`src/rtl/mem_dados_pkg.sv`:
```
// rtl/mem_dados_pkg.sv - shared types, funct3 codes and byte-enable helper for the data memory
package mem_dados_pkg;

    localparam logic [2:0] F3_B  = 3'b000;
    localparam logic [2:0] F3_H  = 3'b001;
    localparam logic [2:0] F3_W  = 3'b010;
    localparam logic [2:0] F3_BU = 3'b100;
    localparam logic [2:0] F3_HU = 3'b101;

    typedef enum logic [1:0] {
        OCIOSO,
        ESPERA,
        RESPONDE
    } estado_t;

    function automatic logic [3:0] habilita_bytes(input logic [2:0] funct3,
                                                  input logic [1:0] end_lsb);
        logic [3:0] be;
        case (funct3)
            F3_B, F3_BU: be = 4'b0001 << end_lsb;
            F3_H, F3_HU: be = end_lsb[1] ? 4'b1100 : 4'b0011;
            F3_W:        be = 4'b1111;
            default:     be = 4'b0000;
        endcase
        return be;
    endfunction

endpackage

```
`src/rtl/mem_dados_alinhador.sv`:
```
// rtl/mem_dados_alinhador.sv - lane selection, load extension, store replication and alignment check
module mem_dados_alinhador
    import mem_dados_pkg::*;
(
    input  logic [2:0]  funct3,
    input  logic        escrita,
    input  logic [1:0]  end_lsb,
    input  logic [31:0] palavra,
    input  logic [31:0] valor_reg2,
    output logic [31:0] dado_carga,
    output logic [3:0]  habilita,
    output logic [31:0] dado_escrita,
    output logic        erro_alinh
);

    logic [7:0]  byte_sel;
    logic [15:0] meia_sel;
    logic        erro_funct;

    always_comb begin
        byte_sel = palavra[{end_lsb, 3'b000} +: 8];
        meia_sel = end_lsb[1] ? palavra[31:16] : palavra[15:0];

        // Unsigned variants only exist for loads.
        if (escrita)
            erro_funct = !(funct3 == F3_B || funct3 == F3_H || funct3 == F3_W);
        else
            erro_funct = !(funct3 == F3_B || funct3 == F3_H || funct3 == F3_W ||
                           funct3 == F3_BU || funct3 == F3_HU);

        erro_alinh = erro_funct
                   | (((funct3 == F3_H) || (funct3 == F3_HU)) & end_lsb[0])
                   | ((funct3 == F3_W) & (end_lsb != 2'b00));

        habilita = erro_alinh ? 4'b0000 : habilita_bytes(funct3, end_lsb);

        case (funct3)
            F3_B, F3_BU: dado_escrita = {4{valor_reg2[7:0]}};
            F3_H, F3_HU: dado_escrita = {2{valor_reg2[15:0]}};
            default:     dado_escrita = valor_reg2;
        endcase

        case (funct3)
            F3_B:    dado_carga = {{24{byte_sel[7]}}, byte_sel};
            F3_BU:   dado_carga = {24'h0, byte_sel};
            F3_H:    dado_carga = {{16{meia_sel[15]}}, meia_sel};
            F3_HU:   dado_carga = {16'h0, meia_sel};
            F3_W:    dado_carga = palavra;
            default: dado_carga = 32'h0;
        endcase
    end

endmodule

```
`src/rtl/mem_dados_param.sv`:
```
// rtl/mem_dados_param.sv - parametrised MEM-stage data memory with valid/ready request and response pulse
module mem_dados_param
    import mem_dados_pkg::*;
#(
    parameter int NUM_PALAVRAS = 64,
    parameter int LATENCIA     = 1
) (
    input  logic        clock,
    input  logic        reset,
    input  logic        req_valido,
    output logic        req_pronto,
    input  logic        escrita,
    input  logic [2:0]  funct3,
    input  logic [31:0] endereco,
    input  logic [31:0] valor_reg2,
    output logic        resp_valido,
    output logic [31:0] dado_saida,
    output logic        erro
);

    localparam int AW = $clog2(NUM_PALAVRAS);
    localparam int CW = (LATENCIA > 1) ? $clog2(LATENCIA) : 1;
    localparam logic [CW-1:0] CONT_INI = CW'(LATENCIA - 1);

    estado_t       estado_q, estado_d;
    logic [CW-1:0] contador_q, contador_d;
    logic          escrita_q, escrita_d;
    logic [2:0]    funct3_q, funct3_d;
    logic [31:0]   endereco_q, endereco_d;
    logic [31:0]   valor_q, valor_d;
    logic          resp_valido_q, resp_valido_d;
    logic [31:0]   dado_saida_q, dado_saida_d;
    logic          erro_q, erro_d;

    logic [31:0] mem [NUM_PALAVRAS];
    logic [AW-1:0] indice;
    logic [31:0] palavra;
    logic [31:0] dado_carga;
    logic [31:0] dado_escrita;
    logic [3:0]  habilita;
    logic        erro_alinh;
    logic        fora_faixa;
    logic        escreve;

    assign indice     = endereco_q[2 +: AW];
    assign palavra    = mem[indice];
    // Depth is a power of two, so any set bit above the index means out of range.
    assign fora_faixa = |endereco_q[31:2+AW];

    mem_dados_alinhador u_alinhador (
        .funct3       (funct3_q),
        .escrita      (escrita_q),
        .end_lsb      (endereco_q[1:0]),
        .palavra      (palavra),
        .valor_reg2   (valor_q),
        .dado_carga   (dado_carga),
        .habilita     (habilita),
        .dado_escrita (dado_escrita),
        .erro_alinh   (erro_alinh)
    );

    always_comb begin
        estado_d      = estado_q;
        contador_d    = contador_q;
        escrita_d     = escrita_q;
        funct3_d      = funct3_q;
        endereco_d    = endereco_q;
        valor_d       = valor_q;
        resp_valido_d = 1'b0;
        dado_saida_d  = dado_saida_q;
        erro_d        = erro_q;
        escreve       = 1'b0;

        case (estado_q)
            OCIOSO: begin
                if (req_valido) begin
                    escrita_d  = escrita;
                    funct3_d   = funct3;
                    endereco_d = endereco;
                    valor_d    = valor_reg2;
                    contador_d = CONT_INI;
                    estado_d   = ESPERA;
                end
            end
            ESPERA: begin
                if (contador_q != '0) begin
                    contador_d = contador_q - CW'(1);
                end else begin
                    erro_d        = erro_alinh | fora_faixa;
                    dado_saida_d  = (erro_alinh | fora_faixa | escrita_q) ? 32'h0 : dado_carga;
                    escreve       = escrita_q & ~(erro_alinh | fora_faixa) & ~reset;
                    resp_valido_d = 1'b1;
                    estado_d      = RESPONDE;
                end
            end
            RESPONDE: estado_d = OCIOSO;
            default:  estado_d = OCIOSO;
        endcase
    end

    always_ff @(posedge clock or posedge reset) begin
        if (reset) begin
            estado_q      <= OCIOSO;
            contador_q    <= '0;
            escrita_q     <= 1'b0;
            funct3_q      <= 3'b000;
            endereco_q    <= 32'h0;
            valor_q       <= 32'h0;
            resp_valido_q <= 1'b0;
            dado_saida_q  <= 32'h0;
            erro_q        <= 1'b0;
        end else begin
            estado_q      <= estado_d;
            contador_q    <= contador_d;
            escrita_q     <= escrita_d;
            funct3_q      <= funct3_d;
            endereco_q    <= endereco_d;
            valor_q       <= valor_d;
            resp_valido_q <= resp_valido_d;
            dado_saida_q  <= dado_saida_d;
            erro_q        <= erro_d;
        end
    end

    always_ff @(posedge clock) begin
        for (int k = 0; k < 4; k++) begin
            if (escreve && habilita[k])
                mem[indice][8*k +: 8] <= dado_escrita[8*k +: 8];
        end
    end

    assign req_pronto  = (estado_q == OCIOSO);
    assign resp_valido = resp_valido_q;
    assign dado_saida  = dado_saida_q;
    assign erro        = erro_q;

endmodule

```
`config.mk`:
```
export PLATFORM = sky130hd
export DESIGN_NAME = mem_dados_param
export DESIGN_NICKNAME = d
export VERILOG_FILES = /design/src/rtl/mem_dados_pkg.sv /design/src/rtl/mem_dados_alinhador.sv /design/src/rtl/mem_dados_param.sv
export SDC_FILE = /design/constraint.sdc
export NUM_CORES = 2
export LEC_CHECK = 0
export CORE_UTILIZATION = 25
export DETAILED_ROUTE_END_ITERATION = 16
export SLEW_MARGIN = 20
export SYNTH_ARGS = -nofsm -noshare
export SYNTH_HDL_FRONTEND = slang
export SYNTH_SLANG_ARGS = --single-unit
export TNS_END_PERCENT = 10
```
`constraint.sdc`:
```
create_clock -name clock -period 12.44 [get_ports clock]
set_clock_uncertainty 0.15 [all_clocks]
set_input_delay 3.732 -clock clock [delete_from_list [all_inputs] [get_ports clock]]
set_output_delay 3.732 -clock clock [all_outputs]
set_load 0.01 [all_outputs]
```
# [After elaboration in Yosys (flattened, before gate mapping)]
# Memories as Yosys holds them, arrays and structs flattened.
# Index checks and enable logic that the tools add are counted.
[classes] add_sub_neg=1 multipliers=0 n_div=0 magnitude_cmp=0 eq_ne=7 shifts=2 n_mux=26 n_bitwise=11 n_reduce_logical=22
[op_table] cell="$pmux 32 s5" count=1
[op_table] cell="$pmux 32 s2" count=1
[op_table] cell="$mux 32" count=1
[op_table] cell="$shiftx 32x6->8" count=1
[op_table] cell="$reduce_or 24->1" count=1
[op_table] cell="$mux 16" count=1
[op_table] cell="$mux 1" count=15
[op_table] cell="$pmux 4 s3" count=1
[op_table] cell="$mux 4" count=2
[op_table] cell="$reduce_and 2->1" count=4
[op_table] cell="$eq 3x3->1 const B" count=2
[op_table] cell="$logic_or 1x1->1" count=5
[op_table] cell="$and 1x1->1" count=4
[op_table] cell="$logic_and 1x1->1" count=4
[op_table] cell="$mux 2" count=2
[op_table] cell="$ne 2x2->1 const B" count=2
[op_table] cell="$or 1x1->1" count=4
[op_table] cell="$pmux 2 s2" count=1
[op_table] cell="$reduce_bool 2->1" count=2
[op_table] cell="$reduce_or 2->1" count=2
[op_table] cell="$shl 1x2->4 const A" count=1
[op_table] cell="$eq 3x1->1 const B" count=1
[op_table] cell="$eq 3x2->1 const B" count=1
[op_table] cell="$logic_not 3->1" count=1
[op_table] cell="other kinds (6)" count=9
[totals] regBits=105 latch_bits=0 ram_bits=2048 rom_bits=0 elab_cells=79 n_memories=1
[mem_list] name="mem" words=64 word_bits=32 rd=1 rd_clocked_by_memory_dff=0 wr=1 line="mem_dados_param.sv:35" text="logic [31:0] mem [NUM_PALAVRAS];"

# [Longest topological paths before layout]
[depth] ltp_word=18 ltp_mapped=15 depth_no_buf=9

# [Cells and area by module]
# A second synthesis with hierarchy kept.
[hier_totals] hier_cells=5051 area_unflattened_um2=84123.2
[by_module_without_submodules] module="mem_dados_param" n_inst=1 cells_each=4866 area_per_inst_um2=82761.9 seq_area_each_um2=64101.5
[by_module_without_submodules] module="mem_dados_alinhador" n_inst=1 cells_each=185 area_per_inst_um2=1361.3 seq_area_each_um2=0.0

# [Worst setup path after synthesis]
# No wires, ideal clock.
[synth_timing] kind="in2reg" from="input reset" to="memory mem[10][16] (enable)" setup_time_ns=0.370 arrival_ns=7.248 t_required_ns=11.920 slack_ns=4.672 cell_stages=6 n_path_buf=2 path_cell_list="inv_1 and3_1 clkbuf_1 o21ai_1 clkbuf_1 nor2_1"
[synth_between] elab_chain_cells=7
[synth_lines] element="start: declaration" line="mem_dados_param.sv:9" text="input logic reset,"
[synth_lines] element="$not 1->1" line="mem_dados_param.sv:91" text="escreve = escrita_q & ~(erro_alinh | fora_faixa) & ~reset;"
[synth_lines] element="$and 1x1->1" line="mem_dados_param.sv:91"
[synth_lines] element="$mux 1" line="mem_dados_param.sv:86" text="if (contador_q != '0) begin"
[synth_lines] element="$mux 1" line="mem_dados_param.sv:74" text="case (estado_q)"
[synth_lines] element="$logic_and 1x1->1" line="mem_dados_param.sv:127" text="if (escreve && habilita[k])"
[synth_lines] element="$mux 1" line="mem_dados_param.sv:127"
[synth_lines] element="$mux 1 (implied by the code)" line="mem_dados_param.sv:128" text="mem[indice][8*k +: 8] <= dado_escrita[8*k +: 8];"
[synth_lines] element="end: declaration" line="mem_dados_param.sv:35"
# Every way passes these cells.

# [Worst setup path in the final report]
[layout_timing] from="input reset" to="memory mem[34][1] (enable)"
# Same word-level chain as after synthesis.

==> run summary <==
CTS Buf Count: 209
Die width: 578 µm
First-pass DRT Iterations: 8
Multi-input gate area: 17,300 µm²
Highest-count cells in the layout ignoring fill and taps: 2,048 x edfxtp_1, 437 x a22oi_1, 296 x nor2_1
Dpl hpwl: 184,000 µm
Core footprint: 328,000 µm²
Pleak: 0.0288 µW
Slowest-stage cell, CP: nor2_1
Number of global-route vias before repair: 48.9k
Die Span Y: 578 µm
Max clock buf depth: 3
RR Startpoint: endereco_q[4]$_DFFE_PP0P_
Hold Crit Endpoint: dado_saida[0]$_DFFE_PP0P_
Syn_nets: 4,842
Die area: 334,000 µm²
PwrDens: 202 nW/µm²
Total negative slack: 0 ns
Setup crit start kind: primary input
Synth Area per Inst: 17.4 µm²
Nets@finish: 4,938
Yosys cell types: 77
Tcrit/Tclk final: 0.515
Worst-path cell chain: clkdlybuf4s50_1 -> inv_4 -> and3_1 -> nand2_4 -> nor2_1
Routed Antenna Nets: 0
Residual DRC: 0
Port Buffers: 105
Worst relative slew slack: 0.131
Via count: 51.4k
Slew Viols, Final: 0
Synth area leader: edfxtp_1
Mapped cell area: 82,800 µm²
HP Class: register to register
Most common cell after layout, fill and taps aside: edfxtp_1
Io pins: 106
Max-cap violations: 0
Reg2reg setup slack: 6.42 ns
Peak supply drop: 0.178 mV
R2R cell count: 11
First-pass GRT wire length: 409,000 µm
Dominant synthesized flop cell: edfxtp_1
Synth area leaders: edfxtp_1 74%, a22oi_1 4.0%, dfrtp_1 3.1%, mux2_2 2.2%, mux4_2 1.6%
Hold-fix buffer count after cts: 0
Post-CTS Setup Repair Bufs: 0
Minimum clock period: 6.41 ns
Worst-Margin Slew: 1.30 ns
Hold violation count in the final report: 0
Largest net degree at the start of global routing: 110
Syn. warnings: 0
Hold path start: dado_saida[0]$_DFFE_PP0P_
Outcome: finished clean
CTS Sinks: 2,152
Initial DRC Count: 9,151
CTS resizes: 0
Maximum fanout along the worst path: 64
Cell count after placement: 9,002
GRT overflow: 0
CTS root buffer: clkbuf_16
Starting Density: 0.252
CTS tree: built
Post-synth EDFFs: 2,048
Highest clock rate: 0.156 GHz
CTS HTree Levels: 4
Delay-heaviest family, CP: simple AND/OR/NAND/NOR gates
Post-synth ARST share: 0.0483
Min-Delay Path Depth: 2
Detailed-route vias per instance: 5.45
Seq cells post-synth: 2,152
Storage cell area: 64,100 µm²
Clk slew on worst S/H paths: 0.06 ns
Final setup viols: 0
Final worst setup slack: 6.03 ns
DR WL/cell: 32.0 µm
RSZ-0062 raised after global routing: no
Req. time, crit path: 12.77 ns
FF-to-FF End: dado_saida[9]$_DFFE_PP0P_
Pre-CTS setup slack: 5.20 ns
Top-area cell type share of the netlist area: 0.743
Gr usage total: 0.174
Share of cells above drive strength 1: 0.141
Filler cell count: 32.1k
Gpl congestion: 0.958
WHS: 0.354 ns
Core Rows: 210
Largest stage delay on the critical path: 0.82 ns
Crit Path Class: primary input to register
Buf/Inv on CP: 2
Area delta synth->final: 15.6%
Seq/Total Area, Yosys: 0.774
Synthesized instance count: 4,771
Initial antenna violation count: 31
Skew-Pair Late Insertion Delay: 0.87 ns
Fin cells: 9,437
Routed wire length: 302,000 µm
CP endpoint kind: register
WP data arrival: 6.74 ns
## kinds of logic after synthesis
family,count (synthesis),share of synthesized area
simple gates,763,0.0468
mux,352,0.0539
flops,2152,0.774
xor+xnor,1,0.000106
compound gates,1135,0.104
buf+inv,368,0.0215
## worst max path at each step
| stage | start | end | cells past startpoint |
|---|---|---|---|
| 5_1_grt | reset | mem[34][1]$_DFFE_PP_ | 5 |
| 3_3_place_gp | reset | mem[12][20]$_DFFE_PP_ | 6 |
| 6_report | reset | mem[34][1]$_DFFE_PP_ | 5 |
| 4_1_cts | reset | mem[30][20]$_DFFE_PP_ | 6 |
| 2_1_floorplan | reset | mem[10][16]$_DFFE_PP_ | 6 |
| 3_5_place_dp | reset | mem[30][22]$_DFFE_PP_ | 6 |
## state kept, by name, indices dropped and copies added (netlist names), 2 cells and up
| signal | count |
|---|---|
| valor_q | 32 |
| estado_q | 2 |
| endereco_q | 32 |
| mem | 2048 |
| funct3_q | 3 |
| dado_saida | 32 |
## per-layer routing
| metal | track usage | share of wire | routed length (µm) |
|---|---|---|---|
| met3 | 0.0607 | 0.14 | 42200 |
| met5 | 0 | 0.00079 | 239 |
| met1 | 0.220 | 0.36 | 109000 |
| met4 | 0.109 | 0.072 | 21800 |
| met2 | 0.255 | 0.43 | 129000 |
## layout make-up
class / count / share of cell area
Multi-Input combinational cell: 2251 / 0.181
Tap cell: 4346 / 0.0568
Antenna cell: 56 / 0.00146
Clock inverter: 113 / 0.0111
Timing Repair Buffer: 230 / 0.0214
Sequential cell: 2152 / 0.670
Clock buffer: 266 / 0.0577
Inverter: 23 / 0.000928
## synth_stat cells (40+ instances only)
cell and n:
nand3_1 40, mux2i_1 131, mux2_2 162, nand2_1 164, edfxtp_1 2048, dfrtp_1 104
clkbuf_1 127, nand4_1 46, a31oi_1 72, a22o_1 99, a22oi_1 437, nor2_1 300
o21ai_0 72, a21oi_1 77, a221oi_1 103, mux4_2 59, buf_2 134
## report_power, final
part	leakage, µW	total, µW	internal [µW]	switching [µW]
Combinational	0.00589	4240	946	3300
Sequential	0.0197	8890	8740	157
Clock	0.00320	6230	3480	2750
Total	0.0288	19400	13200	6200
## worst register-to-register path: stages, from the launching register on
cell	delay [ns]
dfrtp_4	0.68
buf_4	0.70
buf_12	0.63
buf_4	0.71
mux2_2	0.42
a221o_1	0.29
a222oi_1	0.61
o22ai_1	0.30
nor4_2	0.94
o21ai_1	0.18
a31oi_1	0.19
nand2_1	0.08
## stage by stage
step | area (µm²) | utilization | total power [µW]
floorplan | 82800 | - | 10900
global placement | 89000 | 0.271 | 13100
detailed placement | 89000 | 0.271 | 13100
CTS | 95600 | 0.291 | 19200
global route | 95700 | 0.291 | 19600
finish | 95700 | 0.291 | 19400
(Power assumes the default switching activity.)
